`src/rtl/mme_ctrl_pkg.sv`:
```
// Shared definitions for the MME control block: register offsets, FSM
// states and STATUS bit positions.
package mme_ctrl_pkg;

  // Byte offsets of the APB registers (paddr[1:0] is ignored on decode)
  localparam logic [11:0] OFF_VERSION = 12'h000;
  localparam logic [11:0] OFF_MAT_A   = 12'h004;
  localparam logic [11:0] OFF_MAT_B   = 12'h008;
  localparam logic [11:0] OFF_MAT_C   = 12'h00C;
  localparam logic [11:0] OFF_WIDTH   = 12'h010;
  localparam logic [11:0] OFF_CMD     = 12'h014;
  localparam logic [11:0] OFF_STATUS  = 12'h018;
  localparam logic [11:0] OFF_IRQ_EN  = 12'h01C;
  localparam logic [11:0] OFF_CYCLES  = 12'h020;

  // STATUS register bit positions
  localparam int STATUS_BUSY_BIT = 0;
  localparam int STATUS_DONE_BIT = 1;
  localparam int STATUS_ERR_BIT  = 2;

  typedef enum logic [1:0] {
    ST_IDLE   = 2'd0,
    ST_LAUNCH = 2'd1,
    ST_BUSY   = 2'd2
  } state_e;

  // Word-granular address compare
  function automatic logic word_match(input logic [11:0] addr, input logic [11:0] off);
    return addr[11:2] == off[11:2];
  endfunction

endpackage

```
`src/rtl/mme_ctrl_regs.sv`:
```
// APB decode and configuration register file. Produces the start request
// and the STATUS write-one-to-clear strobes for the sequencing logic.
module mme_ctrl_regs
  import mme_ctrl_pkg::*;
#(
  parameter logic [31:0] ADDR_A_RST = 32'h0000_0000,
  parameter logic [31:0] ADDR_B_RST = 32'h0000_1000,
  parameter logic [31:0] ADDR_C_RST = 32'h0000_2000,
  parameter logic [7:0]  WIDTH_RST  = 8'h32,
  parameter logic [31:0] VERSION    = 32'h0001_0000
) (
  input  logic        clk,
  input  logic        rst_n,
  input  logic [11:0] paddr_i,
  input  logic        psel_i,
  input  logic        penable_i,
  input  logic        pwrite_i,
  input  logic [31:0] pwdata_i,
  output logic [31:0] prdata_o,
  output logic        pslverr_o,
  input  logic        busy_i,
  input  logic        done_flag_i,
  input  logic        err_flag_i,
  input  logic [31:0] cycles_i,
  output logic [31:0] mat_a_o,
  output logic [31:0] mat_b_o,
  output logic [31:0] mat_c_o,
  output logic [7:0]  width_o,
  output logic        irq_en_o,
  output logic        start_req_o,
  output logic        w1c_done_o,
  output logic        w1c_err_o
);

  logic [31:0] mat_a_q, mat_a_d;
  logic [31:0] mat_b_q, mat_b_d;
  logic [31:0] mat_c_q, mat_c_d;
  logic [7:0]  width_q, width_d;
  logic        irq_en_q, irq_en_d;

  logic access, wr_acc, cfg_we, cfg_sel, mapped;
  logic sel_ver, sel_a, sel_b, sel_c, sel_width, sel_cmd, sel_status, sel_irq, sel_cyc;

  assign access = psel_i & penable_i;
  assign wr_acc = access & pwrite_i;

  assign sel_ver    = word_match(paddr_i, OFF_VERSION);
  assign sel_a      = word_match(paddr_i, OFF_MAT_A);
  assign sel_b      = word_match(paddr_i, OFF_MAT_B);
  assign sel_c      = word_match(paddr_i, OFF_MAT_C);
  assign sel_width  = word_match(paddr_i, OFF_WIDTH);
  assign sel_cmd    = word_match(paddr_i, OFF_CMD);
  assign sel_status = word_match(paddr_i, OFF_STATUS);
  assign sel_irq    = word_match(paddr_i, OFF_IRQ_EN);
  assign sel_cyc    = word_match(paddr_i, OFF_CYCLES);

  assign mapped  = sel_ver | sel_a | sel_b | sel_c | sel_width | sel_cmd |
                   sel_status | sel_irq | sel_cyc;
  // Configuration and CMD are locked while the engine is running
  assign cfg_sel = sel_a | sel_b | sel_c | sel_width | sel_cmd;
  assign cfg_we  = wr_acc & ~busy_i;

  assign pslverr_o   = access & (~mapped | (pwrite_i & busy_i & cfg_sel));
  assign start_req_o = cfg_we & sel_cmd & pwdata_i[0];
  assign w1c_done_o  = wr_acc & sel_status & pwdata_i[STATUS_DONE_BIT];
  assign w1c_err_o   = wr_acc & sel_status & pwdata_i[STATUS_ERR_BIT];

  assign mat_a_o  = mat_a_q;
  assign mat_b_o  = mat_b_q;
  assign mat_c_o  = mat_c_q;
  assign width_o  = width_q;
  assign irq_en_o = irq_en_q;

  // Next-state for the writable registers
  always_comb begin
    mat_a_d  = mat_a_q;
    mat_b_d  = mat_b_q;
    mat_c_d  = mat_c_q;
    width_d  = width_q;
    irq_en_d = irq_en_q;
    if (cfg_we && sel_a)     mat_a_d = pwdata_i;
    if (cfg_we && sel_b)     mat_b_d = pwdata_i;
    if (cfg_we && sel_c)     mat_c_d = pwdata_i;
    if (cfg_we && sel_width) width_d = pwdata_i[7:0];
    if (wr_acc && sel_irq)   irq_en_d = pwdata_i[0];
  end

  // Register file state
  always_ff @(posedge clk or negedge rst_n) begin
    if (!rst_n) begin
      mat_a_q  <= ADDR_A_RST;
      mat_b_q  <= ADDR_B_RST;
      mat_c_q  <= ADDR_C_RST;
      width_q  <= WIDTH_RST;
      irq_en_q <= 1'b0;
    end else begin
      mat_a_q  <= mat_a_d;
      mat_b_q  <= mat_b_d;
      mat_c_q  <= mat_c_d;
      width_q  <= width_d;
      irq_en_q <= irq_en_d;
    end
  end

  // Read mux, only driven during the access phase
  always_comb begin
    prdata_o = '0;
    if (access) begin
      if (sel_ver)    prdata_o = VERSION;
      if (sel_a)      prdata_o = mat_a_q;
      if (sel_b)      prdata_o = mat_b_q;
      if (sel_c)      prdata_o = mat_c_q;
      if (sel_width)  prdata_o = {24'd0, width_q};
      if (sel_status) begin
        prdata_o[STATUS_BUSY_BIT] = busy_i;
        prdata_o[STATUS_DONE_BIT] = done_flag_i;
        prdata_o[STATUS_ERR_BIT]  = err_flag_i;
      end
      if (sel_irq)    prdata_o = {31'd0, irq_en_q};
      if (sel_cyc)    prdata_o = cycles_i;
    end
  end

endmodule

```
`src/rtl/mme_ctrl.sv`:
```
// MME control top: launch/busy/done sequencing, status flags, interrupt
// and execution cycle counter around the APB register file.
module mme_ctrl
  import mme_ctrl_pkg::*;
#(
  parameter logic [31:0] ADDR_A_RST = 32'h0000_0000,
  parameter logic [31:0] ADDR_B_RST = 32'h0000_1000,
  parameter logic [31:0] ADDR_C_RST = 32'h0000_2000,
  parameter logic [7:0]  WIDTH_RST  = 8'h32,
  parameter logic [31:0] VERSION    = 32'h0001_0000
) (
  input  logic        clk,
  input  logic        rst_n,
  input  logic [11:0] paddr_i,
  input  logic        psel_i,
  input  logic        penable_i,
  input  logic        pwrite_i,
  input  logic [31:0] pwdata_i,
  output logic [31:0] prdata_o,
  output logic        pready_o,
  output logic        pslverr_o,
  output logic [31:0] mat_a_addr_o,
  output logic [31:0] mat_b_addr_o,
  output logic [31:0] mat_c_addr_o,
  output logic [7:0]  mat_width_o,
  output logic        start_o,
  input  logic        done_i,
  output logic        irq_o
);

  state_e      state_q, state_d;
  logic [31:0] cycles_q, cycles_d;
  logic        done_q, done_d;
  logic        err_q, err_d;
  logic        busy;
  logic        start_req, w1c_done, w1c_err, irq_en;
  logic        launch_ok, err_set, done_set;

  assign pready_o = 1'b1;

  mme_ctrl_regs #(
    .ADDR_A_RST (ADDR_A_RST),
    .ADDR_B_RST (ADDR_B_RST),
    .ADDR_C_RST (ADDR_C_RST),
    .WIDTH_RST  (WIDTH_RST),
    .VERSION    (VERSION)
  ) u_regs (
    .clk         (clk),
    .rst_n       (rst_n),
    .paddr_i     (paddr_i),
    .psel_i      (psel_i),
    .penable_i   (penable_i),
    .pwrite_i    (pwrite_i),
    .pwdata_i    (pwdata_i),
    .prdata_o    (prdata_o),
    .pslverr_o   (pslverr_o),
    .busy_i      (busy),
    .done_flag_i (done_q),
    .err_flag_i  (err_q),
    .cycles_i    (cycles_q),
    .mat_a_o     (mat_a_addr_o),
    .mat_b_o     (mat_b_addr_o),
    .mat_c_o     (mat_c_addr_o),
    .width_o     (mat_width_o),
    .irq_en_o    (irq_en),
    .start_req_o (start_req),
    .w1c_done_o  (w1c_done),
    .w1c_err_o   (w1c_err)
  );

  // A start with a zero width is rejected and flagged instead of launched
  assign launch_ok = start_req & (state_q == ST_IDLE) & (mat_width_o != 8'd0);
  assign err_set   = start_req & (state_q == ST_IDLE) & (mat_width_o == 8'd0);
  assign done_set  = (state_q == ST_BUSY) & done_i;

  // FSM state register
  always_ff @(posedge clk or negedge rst_n) begin
    if (!rst_n) state_q <= ST_IDLE;
    else        state_q <= state_d;
  end

  // FSM next-state logic
  always_comb begin
    state_d = state_q;
    case (state_q)
      ST_IDLE:   if (launch_ok) state_d = ST_LAUNCH;
      ST_LAUNCH: state_d = ST_BUSY;
      ST_BUSY:   if (done_i) state_d = ST_IDLE;
      default:   state_d = ST_IDLE;
    endcase
  end

  // FSM outputs
  always_comb begin
    start_o = (state_q == ST_LAUNCH);
    busy    = (state_q != ST_IDLE);
  end

  // Flag and counter next-state; sets take priority over W1C clears
  always_comb begin
    cycles_d = cycles_q;
    if (launch_ok)                        cycles_d = '0;
    else if (busy && cycles_q != '1)      cycles_d = cycles_q + 32'd1;
    done_d = done_set | (done_q & ~w1c_done & ~launch_ok);
    err_d  = err_set  | (err_q  & ~w1c_err);
  end

  // Flag and counter registers
  always_ff @(posedge clk or negedge rst_n) begin
    if (!rst_n) begin
      cycles_q <= '0;
      done_q   <= 1'b0;
      err_q    <= 1'b0;
    end else begin
      cycles_q <= cycles_d;
      done_q   <= done_d;
      err_q    <= err_d;
    end
  end

  assign irq_o = done_q & irq_en;

endmodule

```
`config.mk`:
```
export PLATFORM = sky130hd
export DESIGN_NAME = mme_ctrl
export DESIGN_NICKNAME = d
export VERILOG_FILES = /design/src/rtl/mme_ctrl_pkg.sv /design/src/rtl/mme_ctrl_regs.sv /design/src/rtl/mme_ctrl.sv
export SDC_FILE = /design/constraint.sdc
export NUM_CORES = 1
export LEC_CHECK = 0
export BUFFER_PORTS_ARGS = -buffer_cell sky130_fd_sc_hd__buf_2
export CAP_MARGIN = 10
export CORE_MARGIN = 2
export CORE_UTILIZATION = 58
export CTS_CLUSTER_DIAMETER = 60
export DETAILED_ROUTE_END_ITERATION = 6
export PLACE_DENSITY = 0.85
export SKIP_CTS_REPAIR_TIMING = 1
export SYNTH_ARGS = -nofsm -noshare
export SYNTH_HDL_FRONTEND = slang
export SYNTH_HIERARCHICAL = 1
export SYNTH_SLANG_ARGS = --single-unit
```
`constraint.sdc`:
```
create_clock -name clk -period 5.8 [get_ports clk]
set_input_delay 0.29 -clock clk [delete_from_list [all_inputs] [get_ports clk]]
set_output_delay 0.29 -clock clk [all_outputs]
set_load 0.02 [all_outputs]
```
# After elaboration in Yosys (flattened, before gate mapping)
# Index checks and enable logic that the tools add are counted.
totals:
  ff_bits: 141
  inputBits: 50
  out_inout_bits: 140
  elab_cells: 89
op_classes:
  addsub: 1
  eq_ne: 13
  muxes: 14
  bitwise: 39
  n_reduce_logical: 13
ops:
  columns: ["op", "n"]
  rows:
  - ["$mux W32", 9]
  - ["$eq A10 B3 Y1 const B", 4]
  - ["$add A32 B1 Y32 const B", 1]
  - ["$ne A32 B32 Y1 const B", 1]
  - ["$eq A10 B2 Y1 const B", 2]
  - ["$and A1 B1 Y1", 19]
  - ["$mux W17", 1]
  - ["$or A1 B1 Y1", 15]
  - ["$eq A10 B1 Y1 const B", 1]
  - ["$eq A10 B4 Y1 const B", 1]
  - ["$logic_not A10 Y1", 1]
  - ["$logic_not A8 Y1", 1]
  - ["$reduce_bool A8 Y1", 1]
  - ["$logic_and A1 B1 Y1", 6]
  - ["$pmux W2 S3", 1]
  - ["$not A1 Y1", 5]
  - ["$mux W2", 2]
  - ["$ne A2 B2 Y1 const B", 2]
  - ["$reduce_bool A2 Y1", 2]
  - ["$mux W3", 1]
  - ["$eq A2 B1 Y1 const B", 1]
  - ["$eq A2 B2 Y1 const B", 1]
  - ["$logic_not A2 Y1", 1]
  - ["$reduce_and A2 Y1", 1]

# Logic depth before layout (Yosys ltp)
depth:
  depth_word: 12
  ltp_mapped: 10
  ltp_nobuf: 7

# By module
# Netlist, hierarchy kept.
modules_own_cells:
  columns: ["mod", "instances", "cells_per_inst", "area_per_inst_um2", "seq_area_each_um2"]
  rows:
  - ["mme_ctrl_regs", 1, 436, 5247.5, 2633.8]
  - ["mme_ctrl", 1, 221, 2079.5, 900.9]

# Least setup slack after synthesis
# Ideal clock, no wire load.
synth_timing:
  path_type: "input -> register"
  startpoint: "in paddr_i[5]"
  endpoint: "reg cycles_q[17]"
  setup_ns: 0.067
  arrival_time_ns: 2.133
  required_time_ns: 5.733
  path_slack_ns: 3.600
  stages: 8
  path_buffers: 1
  path_cell_list: "buf_2 -> and2b_1 -> and4_1 -> and4b_1 -> nand3_1 -> inv_1 -> or4_2 -> nand2_1"
synth_via:
  elab_chain_len: 6
  elab_cells_between_ends: 7
  classes_between: "eq/ne (1); mux (1); bitwise (4); reduce/logical (1)"
synth_rtl:
  columns: ["element", "line", "rtl"]
  rows:
  - ["start: declaration", "mme_ctrl.sv:14", "input logic [11:0] paddr_i,"]
  - ["$eq A10 B3 Y1 *", "mme_ctrl_pkg.sv:29", "return addr[11:2] == off[11:2];"]
  - ["$and A1 B1 Y1 * (2 in a row)", "mme_ctrl_regs.sv:64", "assign start_req_o = cfg_we & sel_cmd & pwdata_i[0];"]
  - ["via start_req", "mme_ctrl.sv:36", "logic start_req, w1c_done, w1c_err, irq_en;"]
  - ["$and A1 B1 Y1 * (2 in a row)", "mme_ctrl.sv:72", "assign launch_ok = start_req & (state_q == ST_IDLE) & (mat_width_o != 8'd0);"]
  - ["$mux W32 / $reduce_bool A2 Y1 (equally long branches)", null, null]
  - ["end signal: assignment", "mme_ctrl.sv:115", "cycles_q <= cycles_d;"]
  - ["end: declaration", "mme_ctrl.sv:32", "logic [31:0] cycles_q, cycles_d;"]
# Mark *: on every way through the listed nets, which the timed path passes. The rest lies on a longest branch.
# A chain may end at the register's enable or synchronous reset.

# Worst setup path after layout
layout_timing:
  startpoint: "reg state_q[1]"
  endpoint: "reg cycles_q[17]"
layout_via:
  elab_chain_len: 8
  elab_cells_between_ends: 11
  classes_between: "mux (1); bitwise (6); reduce/logical (4)"
layout_rtl:
  columns: ["element", "line", "rtl"]
  rows:
  - ["start: declaration", "mme_ctrl.sv:31", "state_e state_q, state_d;"]
  - ["start signal: assignment", "mme_ctrl.sv:79", "else state_q <= state_d;"]
  - ["$reduce_bool A2 Y1 *", "mme_ctrl.sv:96", "busy = (state_q != ST_IDLE);"]
  - ["via busy", "mme_ctrl.sv:35", "logic busy;"]
  - ["$not A1 Y1 *", "mme_ctrl_regs.sv:61", "assign cfg_we = wr_acc & ~busy_i;"]
  - ["$and A1 B1 Y1 *", "mme_ctrl_regs.sv:61", null]
  - ["$and A1 B1 Y1 * (2 in a row)", "mme_ctrl_regs.sv:64", null]
  - ["via start_req", "mme_ctrl.sv:36", null]
  - ["$and A1 B1 Y1 * (2 in a row)", "mme_ctrl.sv:72", null]
  - ["$mux W32 / $reduce_bool A2 Y1 (equally long branches)", null, null]
# Marked as above.

==> key figures <==
Timing
  • RSZ-0062 raised after global routing: no
  • Final-report setup violation count: 0
  • Worst-case clock skew: 8.79 ps
  • Worst slew pin tran: 1150 ps
  • Slew headroom: 0.234
  • Setup_tns: 0 ps
  • Hold Vio Cnt, Final: 0
  • Final Cycle Share: 0.585
  • Fmax achieved: 0.295 GHz
  • Crit path time final: 3390 ps
  • Max-slew violations: 0

Floorplan
  • Die Ht: 116 um
  • DIE AREA: 13500 um2
  • Overall die width: 116 um
  • Core Footprint: 12500 um2
  • # rows: 41
  • Initial Utilization: 0.588
  • Ports: 190

Logic synthesis
  • Syn Inst Count: 657
  • Syn_area_per_cell: 11.2 um2
  • Yosys cell types: 67
  • Syn_nets: 708
  • Cell taking the most area after synthesis: dfrtp_1
  • Cell area after synthesis: 7330 um2
  • Count leader, synth: dfrtp_1
  • Yosys Warn Count: 6
  • Number of synthesized flops with an enable pin: 0
  • Yosys top cell area share: 0.464
  • Synth top area cells: dfrtp_1, mux2_2, mux2_1
  • Synth Register Bits: 141
  • Commonest cells post-synth: dfrtp_1, mux2_2, nand2_1
  • Synth Flop Type: dfrtp_1
  • FFs w/ async S/R, synth: 1.00
  • Post-synthesis sequential area ratio: 0.482

Placement
  • Placer Congestion: 0.929
  • PortBufs: 186
  • Half-perimeter wire length after placement: 14.4 mm

Route
  • Total wire length: 21.2 mm
  • Routed Antenna Nets: 0
  • Drt pass-1 iters: 7
  • Drt drc: 0
  • Initial detailed-routing violation count: 648
  • Wire per inst: 21.0 um
  • Routed via count: 6474
  • Routed vias/inst: 6.41

Hold path
  • Hold/Removal Path Class: input pin to flop
  • Hold EP: u_regs/mat_b_o[26]
  • Worst Hold Depth: 2
  • Worst Hold Launch: pwdata_i[26]

Final layout
  • Synth-to-layout area growth: 22.0%
  • Utilization after layout: 0.717
  • Post-layout nets: 876
  • Layout cells sized above 1: 0.401
  • Ant. Diodes: 0

Critical path
  • CP startpoint: state_q[1]
  • Largest delay share family, worst path: simple AND/OR/NAND/NOR gates
  • CP max stage cell: inv_1
  • R2R setup slack: 2410 ps
  • Startpoint types: flop
  • Max incr delay on CP: 880 ps
  • CP endpoint kind: flop
  • R2R Path Start: state_q[1]
  • Worst path depth: 7
  • Worst path most repeated cell: inv_1
  • Crit path kind: flop to flop
  • Cells along the critical path: nor2_1, inv_1, and4b_1, nand3_1, inv_1, or4_2, nand2_1
  • R2R cell count: 7
  • CP Max Fanout: 24
  • CP arrival: 3700 ps
  • Worst path buffer plus inverter count: 2
  • Reg2reg end: cycles_q[17]
  • CP required: 6100 ps

Power and ir drop
  • VDD IR-drop max: 218 uV
  • Pwr dens: 250 nW/um2
  • Lkg Pwr: 4.67 nW

Status
  • Status: completed

Global routing
  • Number of global-route vias before repair: 6363
  • First-pass GRT wire length: 33.1 mm
  • Largest net degree at the start of global routing: 85
  • Initial antenna violation count: 0
  • Tot GR Track Use: 0.319
  • Total global routing overflow: 0

Clock network
  • Clock slew at reported path FFs: 60 ps
  • Clock Latency Late Sink: 430 ps
  • Clock Tree Buf Depth: 2
  • Htree depth: 4
  • Num CTS Buffers: 17
  • CTS tree: done
  • CTS Sinks: 141
  • Root buf cell: clkbuf_16

Run
  • Max-Cap Viols: 0
==> cells in the final DEF, fill, tap and decap left out, types with 6 or more instances in the layout <==
cell         n
a21oi_1     31
a211oi_1     6
or2_2        6
dfrtp_1    136
a222oi_1    14
o21ai_0     19
or3_1        9
buf_2      185
clkbuf_16   17
and3_1       7
inv_1        9
o31ai_1     16
and4_1       6
nand4_1     13
mux2i_1     19
o211ai_1    13
a22o_1      14
nor2b_1      7
mux2_1      33
nor2_1      38
nand3_1     20
nand2_1     47
mux2_2      74
==> cell type report <==
cell class,count,area [um2]
multi-input combinational,464,3550
clock inverter,11,168
fill,837,3530
sequential,141,3530
tap,172,215
clock buffer,21,450
inverter,9,33.8
timing repair buffer,192,985
==> kinds of logic (layout without fill, tap and decap cells) <==
family / Yosys count / in the layout / synth area share
buffers and inverters: 52 / 233 / 0.0357
AO/OA/AOI/OAI: 133 / 133 / 0.128
flip-flops: 141 / 141 / 0.482
XOR/XNOR: 1 / 1 / 0.00120
adder cells (fa/ha/maj): 1 / 1 / 0.00171
other: 1 / 1 / 0.000512
AND/OR/NAND/NOR: 202 / 202 / 0.160
multiplexers: 126 / 126 / 0.190
==> state kept, by name, summed over array words and instances (netlist names) <==
register,count
u_regs/irq_en_o,1
state_q,2
err_q,1
done_q,1
u_regs/width_o,8
u_regs/mat_c_o,32
u_regs/mat_a_o,32
cycles_q,32
u_regs/mat_b_o,32
==> worst max path at each step <==
stage,end
6_report,cycles_q[17]
5_1_grt,cycles_q[17]
4_1_cts,cycles_q[29]
3_5_place_dp,cycles_q[17]
3_3_place_gp,cycles_q[17]
2_1_floorplan,cycles_q[17]
==> per-stage QoR <==
| step | total power [mW] | std cells | setup WS [ps] | hold slack [ps] | area, um2 |
|---|---|---|---|---|---|
| floorplan | 1.05 | 657 | 3600 | -5.59 | 7330 |
| global placement | 1.11 | 977 | 2270 | 285 | 8310 |
| detailed placement | 1.11 | 977 | 2210 | 294 | 8310 |
| CTS | 2.24 | 1009 | 2410 | -146 | 8930 |
| global route | 2.29 | 1010 | 2120 | 106 | 8940 |
| finish | 2.24 | 1010 | 2410 | 109 | 8940 |
==> layer usage <==
metal  GRT usage  share of wire
met3      0.0965          0.099
met4       0.125          0.027
met2       0.509           0.49
met1       0.410           0.39
met5           0              0
==> report_power, final <==
group          switching, mW  internal, mW  total, mW
clock                  0.413         0.729       1.14
sequential           0.00276         0.988      0.990
combinational         0.0740        0.0316      0.106
total                  0.490          1.75       2.24
Note: power is estimated with default switching activity, not from simulation.
